**config.mk**
```make
export PLATFORM = sky130hd
export DESIGN_NAME = output_path_arbiter
export DESIGN_NICKNAME = d
export VERILOG_FILES = /design/src/rtl/output_path_arbiter.sv
export SDC_FILE = /design/constraint.sdc
export NUM_CORES = 1
export LEC_CHECK = 0
export CORE_ASPECT_RATIO = 0.7
export CORE_MARGIN = 3
export CORE_UTILIZATION = 45
export DETAILED_ROUTE_END_ITERATION = 10
export PLACE_DENSITY = 0.8
export SKIP_LAST_GASP = 1
export SLEW_MARGIN = 0
export SYNTH_ARGS = -nofsm -noshare
export SYNTH_HDL_FRONTEND = slang
export SYNTH_SLANG_ARGS = --single-unit
```
**constraint.sdc**
```tcl
create_clock -name CLK_50 -period 3.5 [get_ports CLK_50]
set_input_delay 0.525 -clock CLK_50 [delete_from_list [all_inputs] [get_ports CLK_50]]
set_output_delay 0.525 -clock CLK_50 [all_outputs]
set_load 0.05 [all_outputs]
```
**src/rtl/output_path_arbiter.sv**
```systemverilog
// Output path arbiter: hands the shared line buffer to one of N_CH output sinks and switches only at frame ends, with a buffer-reset gap.
// Latency: every output is registered one cycle after CH_*/MODE_* inputs; a switch costs the rest of the frame plus GAP_CYCLES.
// Backpressure: none; requests are strobes (last wins), invalid ones pulse MODE_ERR. Optional drain timeout: OUTPUT_ARB_DRAIN_TIMEOUT_EN.
module output_path_arbiter #(
   parameter int                N_CH           = 2,
   parameter int                SEL_W          = 3,
   parameter int                ROW_W          = 10,
   parameter int                DEFAULT_CH     = 0,
   parameter int                GAP_CYCLES     = 16,
   parameter logic [N_CH-1:0]   LOW_SPEED_MASK = 2'b10
`ifdef OUTPUT_ARB_DRAIN_TIMEOUT_EN
   ,
   parameter int                DRAIN_TIMEOUT  = 4095
`endif
) (
   input  logic                   CLK_50,
   input  logic                   RESET,
   input  logic                   OUT_ENABLE,
   input  logic [SEL_W-1:0]       MODE_REQ,
   input  logic                   MODE_VALID,
   input  logic [N_CH-1:0]        CH_BUF_EN,
   input  logic [N_CH-1:0]        CH_BUF_CHANGE,
   input  logic [N_CH-1:0]        CH_READ_EN,
   input  logic [N_CH*ROW_W-1:0]  CH_CNT_ROW,
   input  logic [N_CH-1:0]        CH_RESET,
   input  logic [N_CH-1:0]        CH_FRAME_DONE,
   output logic [N_CH-1:0]        ENABLE,
   output logic                   BUFER_EN,
   output logic                   BUF_CHANGE,
   output logic                   READ_EN,
   output logic [ROW_W-1:0]       CNT_ROW,
   output logic                   BUF_RESET,
   output logic                   LOW_SPEED_OUT,
   output logic [SEL_W-1:0]       SEL_CUR,
   output logic                   BUSY,
   output logic                   MODE_ERR
);

   localparam logic [1:0] ST_IDLE  = 2'd0;
   localparam logic [1:0] ST_RUN   = 2'd1;
   localparam logic [1:0] ST_DRAIN = 2'd2;
   localparam logic [1:0] ST_GAP   = 2'd3;

   localparam int             GAP_W  = $clog2(GAP_CYCLES + 1);
   localparam logic [SEL_W:0] N_CH_W = (SEL_W + 1)'(N_CH);

   logic [1:0]       state, state_nxt;
   logic [SEL_W-1:0] sel_cur, sel_nxt;
   logic [SEL_W-1:0] pending, pending_nxt;
   logic [GAP_W-1:0] gap_cnt, gap_cnt_nxt;
   logic             req_ok, req_bad;
   logic             gap_done;
   logic             frame_done_cur;
   logic             timeout_hit;
   logic             err_nxt;
   logic             fwd;

   logic [N_CH-1:0]  mux_onehot;
   logic             mux_buf_en, mux_buf_change, mux_read_en, mux_reset, mux_low;
   logic [ROW_W-1:0] mux_row;

   assign SEL_CUR = sel_cur;

   // Request decode: valid indices update the pending target, others only flag an error.
   always_comb begin
      req_ok      = MODE_VALID && ({1'b0, MODE_REQ} < N_CH_W);
      req_bad     = MODE_VALID && !({1'b0, MODE_REQ} < N_CH_W);
      pending_nxt = req_ok ? MODE_REQ : pending;
   end

   // End-of-frame from the currently selected sink; other sinks' pulses are ignored.
   always_comb begin
      frame_done_cur = 1'b0;
      for (int i = 0; i < N_CH; i++) begin
         if (sel_cur == SEL_W'(i)) begin
            frame_done_cur = CH_FRAME_DONE[i];
         end
      end
   end

`ifdef OUTPUT_ARB_DRAIN_TIMEOUT_EN
   localparam int DRAIN_W = $clog2(DRAIN_TIMEOUT + 1);
   logic [DRAIN_W-1:0] drain_cnt;

   // Drain watchdog: counts DRAIN cycles, reads zero on the first cycle of every DRAIN visit.
   always_ff @(posedge CLK_50) begin
      if (RESET || (state != ST_DRAIN)) begin
         drain_cnt <= '0;
      end else if (drain_cnt != DRAIN_W'(DRAIN_TIMEOUT)) begin
         drain_cnt <= drain_cnt + 1'b1;
      end
   end

   assign timeout_hit = (state == ST_DRAIN) && (drain_cnt == DRAIN_W'(DRAIN_TIMEOUT - 1));
`else
   assign timeout_hit = 1'b0;
`endif

   assign gap_done = (state == ST_GAP) && (gap_cnt == GAP_W'(GAP_CYCLES - 1));

   // Sequencing: idle, forward a sink, drain to its frame end, then hold the buffer in reset for the gap.
   always_comb begin
      state_nxt   = state;
      sel_nxt     = sel_cur;
      gap_cnt_nxt = '0;
      case (state)
         ST_IDLE: begin
            // Buffer is already held in reset, so a new target takes effect at once.
            sel_nxt = pending_nxt;
            if (OUT_ENABLE) begin
               state_nxt = ST_RUN;
            end
         end
         ST_RUN: begin
            if (!OUT_ENABLE) begin
               state_nxt = ST_IDLE;
            end else if (pending != sel_cur) begin
               state_nxt = ST_DRAIN;
            end
         end
         ST_DRAIN: begin
            if (frame_done_cur || !OUT_ENABLE || timeout_hit) begin
               state_nxt = ST_GAP;
            end else if (pending == sel_cur) begin
               state_nxt = ST_RUN;
            end
         end
         default: begin
            if (gap_cnt != GAP_W'(GAP_CYCLES)) begin
               gap_cnt_nxt = gap_cnt + 1'b1;
            end else begin
               gap_cnt_nxt = gap_cnt;
            end
            if (gap_done) begin
               sel_nxt   = pending;
               state_nxt = OUT_ENABLE ? ST_RUN : ST_IDLE;
            end
         end
      endcase
      err_nxt = req_bad || (timeout_hit && !frame_done_cur);
   end

   // Channel mux keyed on the channel that will be live after this edge.
   always_comb begin
      mux_onehot     = '0;
      mux_buf_en     = 1'b0;
      mux_buf_change = 1'b0;
      mux_read_en    = 1'b0;
      mux_row        = '0;
      mux_reset      = 1'b1;
      mux_low        = 1'b0;
      for (int i = 0; i < N_CH; i++) begin
         if (sel_nxt == SEL_W'(i)) begin
            mux_onehot[i]  = 1'b1;
            mux_buf_en     = CH_BUF_EN[i];
            mux_buf_change = CH_BUF_CHANGE[i];
            mux_read_en    = CH_READ_EN[i];
            mux_row        = CH_CNT_ROW[i*ROW_W +: ROW_W];
            mux_reset      = CH_RESET[i];
            mux_low        = LOW_SPEED_MASK[i];
         end
      end
      fwd = (state_nxt == ST_RUN) || (state_nxt == ST_DRAIN);
   end

   // State and registered outputs; outputs always describe the state being entered.
   always_ff @(posedge CLK_50) begin
      if (RESET) begin
         state         <= ST_IDLE;
         sel_cur       <= SEL_W'(DEFAULT_CH);
         pending       <= SEL_W'(DEFAULT_CH);
         gap_cnt       <= '0;
         ENABLE        <= '0;
         BUFER_EN      <= 1'b0;
         BUF_CHANGE    <= 1'b0;
         READ_EN       <= 1'b0;
         CNT_ROW       <= '0;
         BUF_RESET     <= 1'b1;
         LOW_SPEED_OUT <= LOW_SPEED_MASK[DEFAULT_CH];
         BUSY          <= 1'b0;
         MODE_ERR      <= 1'b0;
      end else begin
         state         <= state_nxt;
         sel_cur       <= sel_nxt;
         pending       <= pending_nxt;
         gap_cnt       <= gap_cnt_nxt;
         ENABLE        <= fwd ? mux_onehot : '0;
         BUFER_EN      <= fwd && mux_buf_en;
         BUF_CHANGE    <= fwd && mux_buf_change;
         READ_EN       <= fwd && mux_read_en;
         CNT_ROW       <= fwd ? mux_row : '0;
         BUF_RESET     <= fwd ? mux_reset : 1'b1;
         LOW_SPEED_OUT <= mux_low;
         BUSY          <= (state_nxt == ST_DRAIN) || (state_nxt == ST_GAP);
         MODE_ERR      <= err_nxt;
      end
   end

endmodule

```
Word level (Yosys, flattened, before mapping)
Index checks and enable logic that the tools add are counted.
- input port bits: 37
- register bits after elaboration: 32
- output and inout bits: 22
- logic and storage cells: 70
- multiplexer cells: 25
- order comparisons: 1
- $add $sub $neg: 1
- equal/unequal tests: 12
- reductions and logical operators: 17
- bitwise operators: 1
- operators with widths (kind ; number):
    $mux W10 ; 2
    $mux W1 ; 13
    $mux W2 ; 6
    $eq A2 B2 Y1 const B ; 4
    $eq A3 B1 Y1 const B ; 2
    $logic_and A1 B1 Y1 ; 6
    $logic_not A3 Y1 ; 2
    $mux W3 ; 2
    $pmux W2 S3 ; 1
    $pmux W3 S2 ; 1
    $add A5 B1 Y5 const B ; 1
    $eq A5 B4 Y1 const B ; 1
    $ne A5 B5 Y1 const B ; 1
    $eq A2 B1 Y1 const B ; 2
    $reduce_or A2 Y1 ; 2
    $reduce_or A4 Y1 ; 1
    $eq A3 B3 Y1 ; 1
    $logic_or A1 B1 Y1 ; 3
    $lt A3 B2 Y1 const B ; 1
    $ne A3 B3 Y1 ; 1
    $logic_not A1 Y1 ; 2
    $logic_not A2 Y1 ; 1
    $not A1 Y1 ; 1

Longest topological paths before layout
- word-level depth: 10
- gate-level depth with buffers: 12
- mapped depth without buffers: 10

Least setup slack after synthesis
Ideal clock, no wire load.
- kind: reg2reg
- start point: reg sel_cur[2] (netlist: SEL_CUR[2])
- end point: reg ENABLE[1]
- path buffers: 1
- setup slack: 974 ps
- period minus slack after synthesis: 2526 ps
- data arrival time: 2453 ps
- data required time: 3427 ps
- library setup time: 73 ps
- stages on the path, launching flop included: 10
- cells stage by stage: dfxtp_1 -> xor2_1 -> nor3_1 -> o22ai_1 -> o31a_1 -> ha_1 -> nor2_1 -> o211ai_4 -> buf_4 -> nor3_2
- longest elaborated chain between the ends: 10
- elaborated cells between the ends (all ways): 21
- those cells by class: 6 x eq/ne; 10 x mux; 1 x bitwise; 4 x reduce/logical
- RTL lines (what ; RTL line ; source):
    start, declared ; 48 ; logic [SEL_W-1:0] sel_cur, sel_nxt;
    start signal, assigned ; 170 ; sel_cur <= SEL_W'(DEFAULT_CH);
    start signal, assigned ; 184 ; sel_cur <= sel_nxt;
    $logic_not A3 Y1 ; 75 ; if (sel_cur == SEL_W'(i)) begin
    $mux W1 (2 in a row) ; 75 ;
    $logic_or A1 B1 Y1 ; 122 ; if (frame_done_cur || !OUT_ENABLE || timeout_hit) begin
    $mux W2 ; 122 ;
    $pmux W2 S3 * ; 106 ; case (state)
    named net state_nxt[1] ; 47 ; logic [1:0] state, state_nxt;
    $eq A2 B1 Y1 or $eq A2 B2 Y1 (tied branches) ; 163 ; fwd = (state_nxt == ST_RUN) || (state_nxt == ST_DRAIN);
    $logic_or A1 B1 Y1 * ; 163 ;
    $not A1 Y1 (no source line) * ; - ;
    $reduce_or A2 Y1 (no source line) * ; - ;
    end signal, assigned ; 187 ; ENABLE <= fwd ? mux_onehot : '0;
    end, declared ; 27 ; output logic [N_CH-1:0] ENABLE,
The timed path passes the listed nets; every way through them passes the cells marked *.
A chain may end at the register's enable or synchronous reset.

Worst setup path after layout
- start point: reg state[0]
- end point: reg BUF_RESET
- longest elaborated chain between the ends: 8
- elaborated cells between the ends (all ways): 24
- those cells by class: 6 x eq/ne; 11 x mux; 1 x bitwise; 6 x reduce/logical
- RTL lines (what ; RTL line ; source):
    start, declared ; 47 ;
    start signal, assigned ; 183 ; state <= state_nxt;
    $eq A2 B2 Y1 ; 99 ; assign gap_done = (state == ST_GAP) && (gap_cnt == GAP_W'(GAP_CYCLES - 1));
    $logic_and A1 B1 Y1 ; 99 ;
    $mux W2 ; 134 ; if (gap_done) begin
    $pmux W2 S3 ; 106 ;
    $eq A2 B1 Y1 or $eq A2 B2 Y1 (tied branches) ; 163 ;
    $logic_or A1 B1 Y1 ; 163 ;
    $not A1 Y1 (no source line) ; - ;
    $reduce_or A2 Y1 (no source line) ; - ;
    end signal, assigned ; 192 ; BUF_RESET <= fwd ? mux_reset : 1'b1;
    end, declared ; 32 ; output logic BUF_RESET,
Parallel ways exist; a longest one is shown, timed or not.

==> reports/qor.csv <==
metric,value,unit
grt_pass1_vias,1330,
antenna_found_initial,0,
final_cells,281,
ff2ff_setup_slack,710,ps
synthFlopType,dfxtp_1,
ys_seq_area_share,37.6,%
synth_area,0.00170,sq mm
syn_inst,176,
ff2ff_path_depth,8,
root_buffer,clkbuf_8,
drc,0,
final_cell_mix,"clkdlybuf4s50_1, dfxtp_1, nand3_1",
die_x,79.6,um
nNetsFinal,276,
cts_setup_buffers,0,
clock_sinks,32,
yosys.area_share.simple,16.5,%
n_fill_cell,277,
postPlaceCellArea,0.00228,sq mm
io_pins,59,
rows,18,
setup_violations,0,
initial_utilization,47.6,%
crit_fanout,16,
crit_type,flop to flop,
overflow,0,
fmax,0.359,GHz
numPortBuffers,58,
cts-resized-gates,0,
hpwl,2920,um
r2r-start,state[0],
diodes,0,
hold_end,pending[1],
drt_wl_total,4040,um
area_growth,40.2,%
startpoint,state[0],
fp.dieH,57.5,um
clkTransAtPathRegs,70,ps
gp_congestion,0.789,
yosys.area_share.xor_xnor,3.08,%
synth_seq_cells,32,
max_slew_margin,28.6,%
grtUsageTotal,18.0,%
final_area,0.00239,sq mm
ys_types,47,
drt_iter0_drc,109,
hold_depth,1,
final_common_cell,clkdlybuf4s50_1,
cts_buffers,5,
ctsLongestPathBuffers,2,
fin_setup_tns,0,ps
tightest_slew,1070,ps
cts_tree,yes,
slew_violations,0,
required,3670,ps
crit_arrival,2950,ps
dieArea,0.00457,sq mm
synth_compound_area_share,26.9,%
synth_top_family_by_area,compound AO/OA/AOI/OAI gates,
synth_edf_count,0,
powerDensity,443,mW/mm^2
ir_drop,0.000357,V
p_leak,0.874,nW
skew,6.64,ps
dr_total_vias,1504,
grt_max_degree,19,
syn_nets,222,
hold_path_class,flop to flop,
wl_per_cell,14.4,um
placeableCoreArea,0.00358,sq mm
hold_viol,0,
grt_pass1_wl,6460,um
worstReg2RegEnd,BUF_RESET,
status,"finished, final reports clean",
via_per_inst,5.35,
clk_latency,280,ps
worstHoldStart,pending[1],
crit_path_end_kind,flop,
synthArstFlopShare,0,%
hold_slack,565,ps
avgSynthCellArea,9.68,sq um
dp_cells,273,
postCtsHoldBufs,0,
synth_fa_ha_area_share,6.61,%
ant_nets,0,
maxCapViolations,0,
yosys-mux-area-fraction,3.60,%
fin_crit_sh,79.6,%
rsz0062_at_grt,false,
htree_levels,2,
post-route-min-period,2790,ps
drtPass1Iterations,4,
startpoint_type,flop,
yosys_warnings,0,
drive_gt1_share,12.1,%
==> critical path: stages (launching register included) <==
cell	delay [ps]
dfxtp_1	440
ha_1	600
o21ai_0	180
a32oi_1	330
nand2b_1	100
ha_1	290
nor2_1	190
o211ai_4	250
nand4bb_1	270
==> per-layer routing <==
metal  part of all wire, %  wire [um]  GRT usage (%)
met1                    50       2020           26.5
met2                    43       1730           25.8
met3                   6.4        259           4.89
met4                  0.69         28           5.15
met5                     0          0              0
==> worst max-delay path by stage <==
stage                endpoint  slack (ps)  cells past startpoint
finish              BUF_RESET         710                      8
global placement    BUF_RESET         620                      9
CTS                 BUF_RESET         740                      8
global route        BUF_RESET         480                      8
detailed placement  BUF_RESET         540                      9
floorplan           ENABLE[1]         970                      9
==> logic make-up (layout without fill, tap and decap cells) <==
logic type	count (synthesis)	count (layout)
flops	32	32
fa+ha+maj	9	9
compound gates	53	53
xor+xnor	6	6
mux	6	6
simple gates	51	51
buf+inv	19	74
==> cells in the mapped netlist, drive strengths merged (2+ instances only) <==
cell type  number  area share (%)
inv             8             1.8
xnor2           2             1.0
mux2i           5             2.9
o21ai          18             5.3
ha              9             6.6
dfxtp          32              38
a211oi         16              11
nand2           6             1.3
buf             8             3.2
a22oi           3             1.6
a21o            2            0.88
nor2            9             2.0
a32oi           2             2.1
nor3b           2            0.88
o31a            2             1.0
nand3          17             5.0
and3            3             1.2
clkbuf          3            0.66
a21oi           4             1.4
nor3            4             1.5
xor2            4             2.1
and2            2            0.73
==> through the flow <==
step	power (W)	setup slack (ps)	util [%]
after detailed placement	0.000715	541	63.7
after CTS	0.00107	741	66.7
final	0.00106	714	66.7
after global routing	0.00110	477	66.7
after global placement	0.000714	617	63.7
after floorplan	0.000612	974	-
==> report_power, final <==
group	switching [W]	internal, W	leakage [nW]	total, W
Sequential	0.0000125	0.000390	0.260	0.000403
Combinational	0.000186	0.000120	0.559	0.000306
Clock	0.000139	0.000211	0.0552	0.000350
Total	0.000337	0.000721	0.874	0.00106
==> flip-flops by register name (all words and copies together), names as in the netlist <==
name	count
CNT_ROW	10
SEL_CUR	3
BUF_RESET	1
READ_EN	1
pending	3
BUSY	1
state	2
gap_cnt	5
BUF_CHANGE	1
ENABLE	2
LOW_SPEED_OUT	1
MODE_ERR	1
BUFER_EN	1
==> layout make-up <==
| type | instances | area, sq um | share of cell area, % |
|---|---|---|---|
| clock buffers | 6 | 72.6 | 3.04 |
| clock inverters | 2 | 35.0 | 1.47 |
| inverters | 8 | 30.0 | 1.26 |
| multi-input cells | 125 | 967 | 40.5 |
| flip-flops and latches | 32 | 641 | 26.8 |
| well taps | 50 | 62.6 | 2.62 |
| repair buffers | 58 | 581 | 24.3 |
No activity file was read; power rests on OpenSTA's default activity.
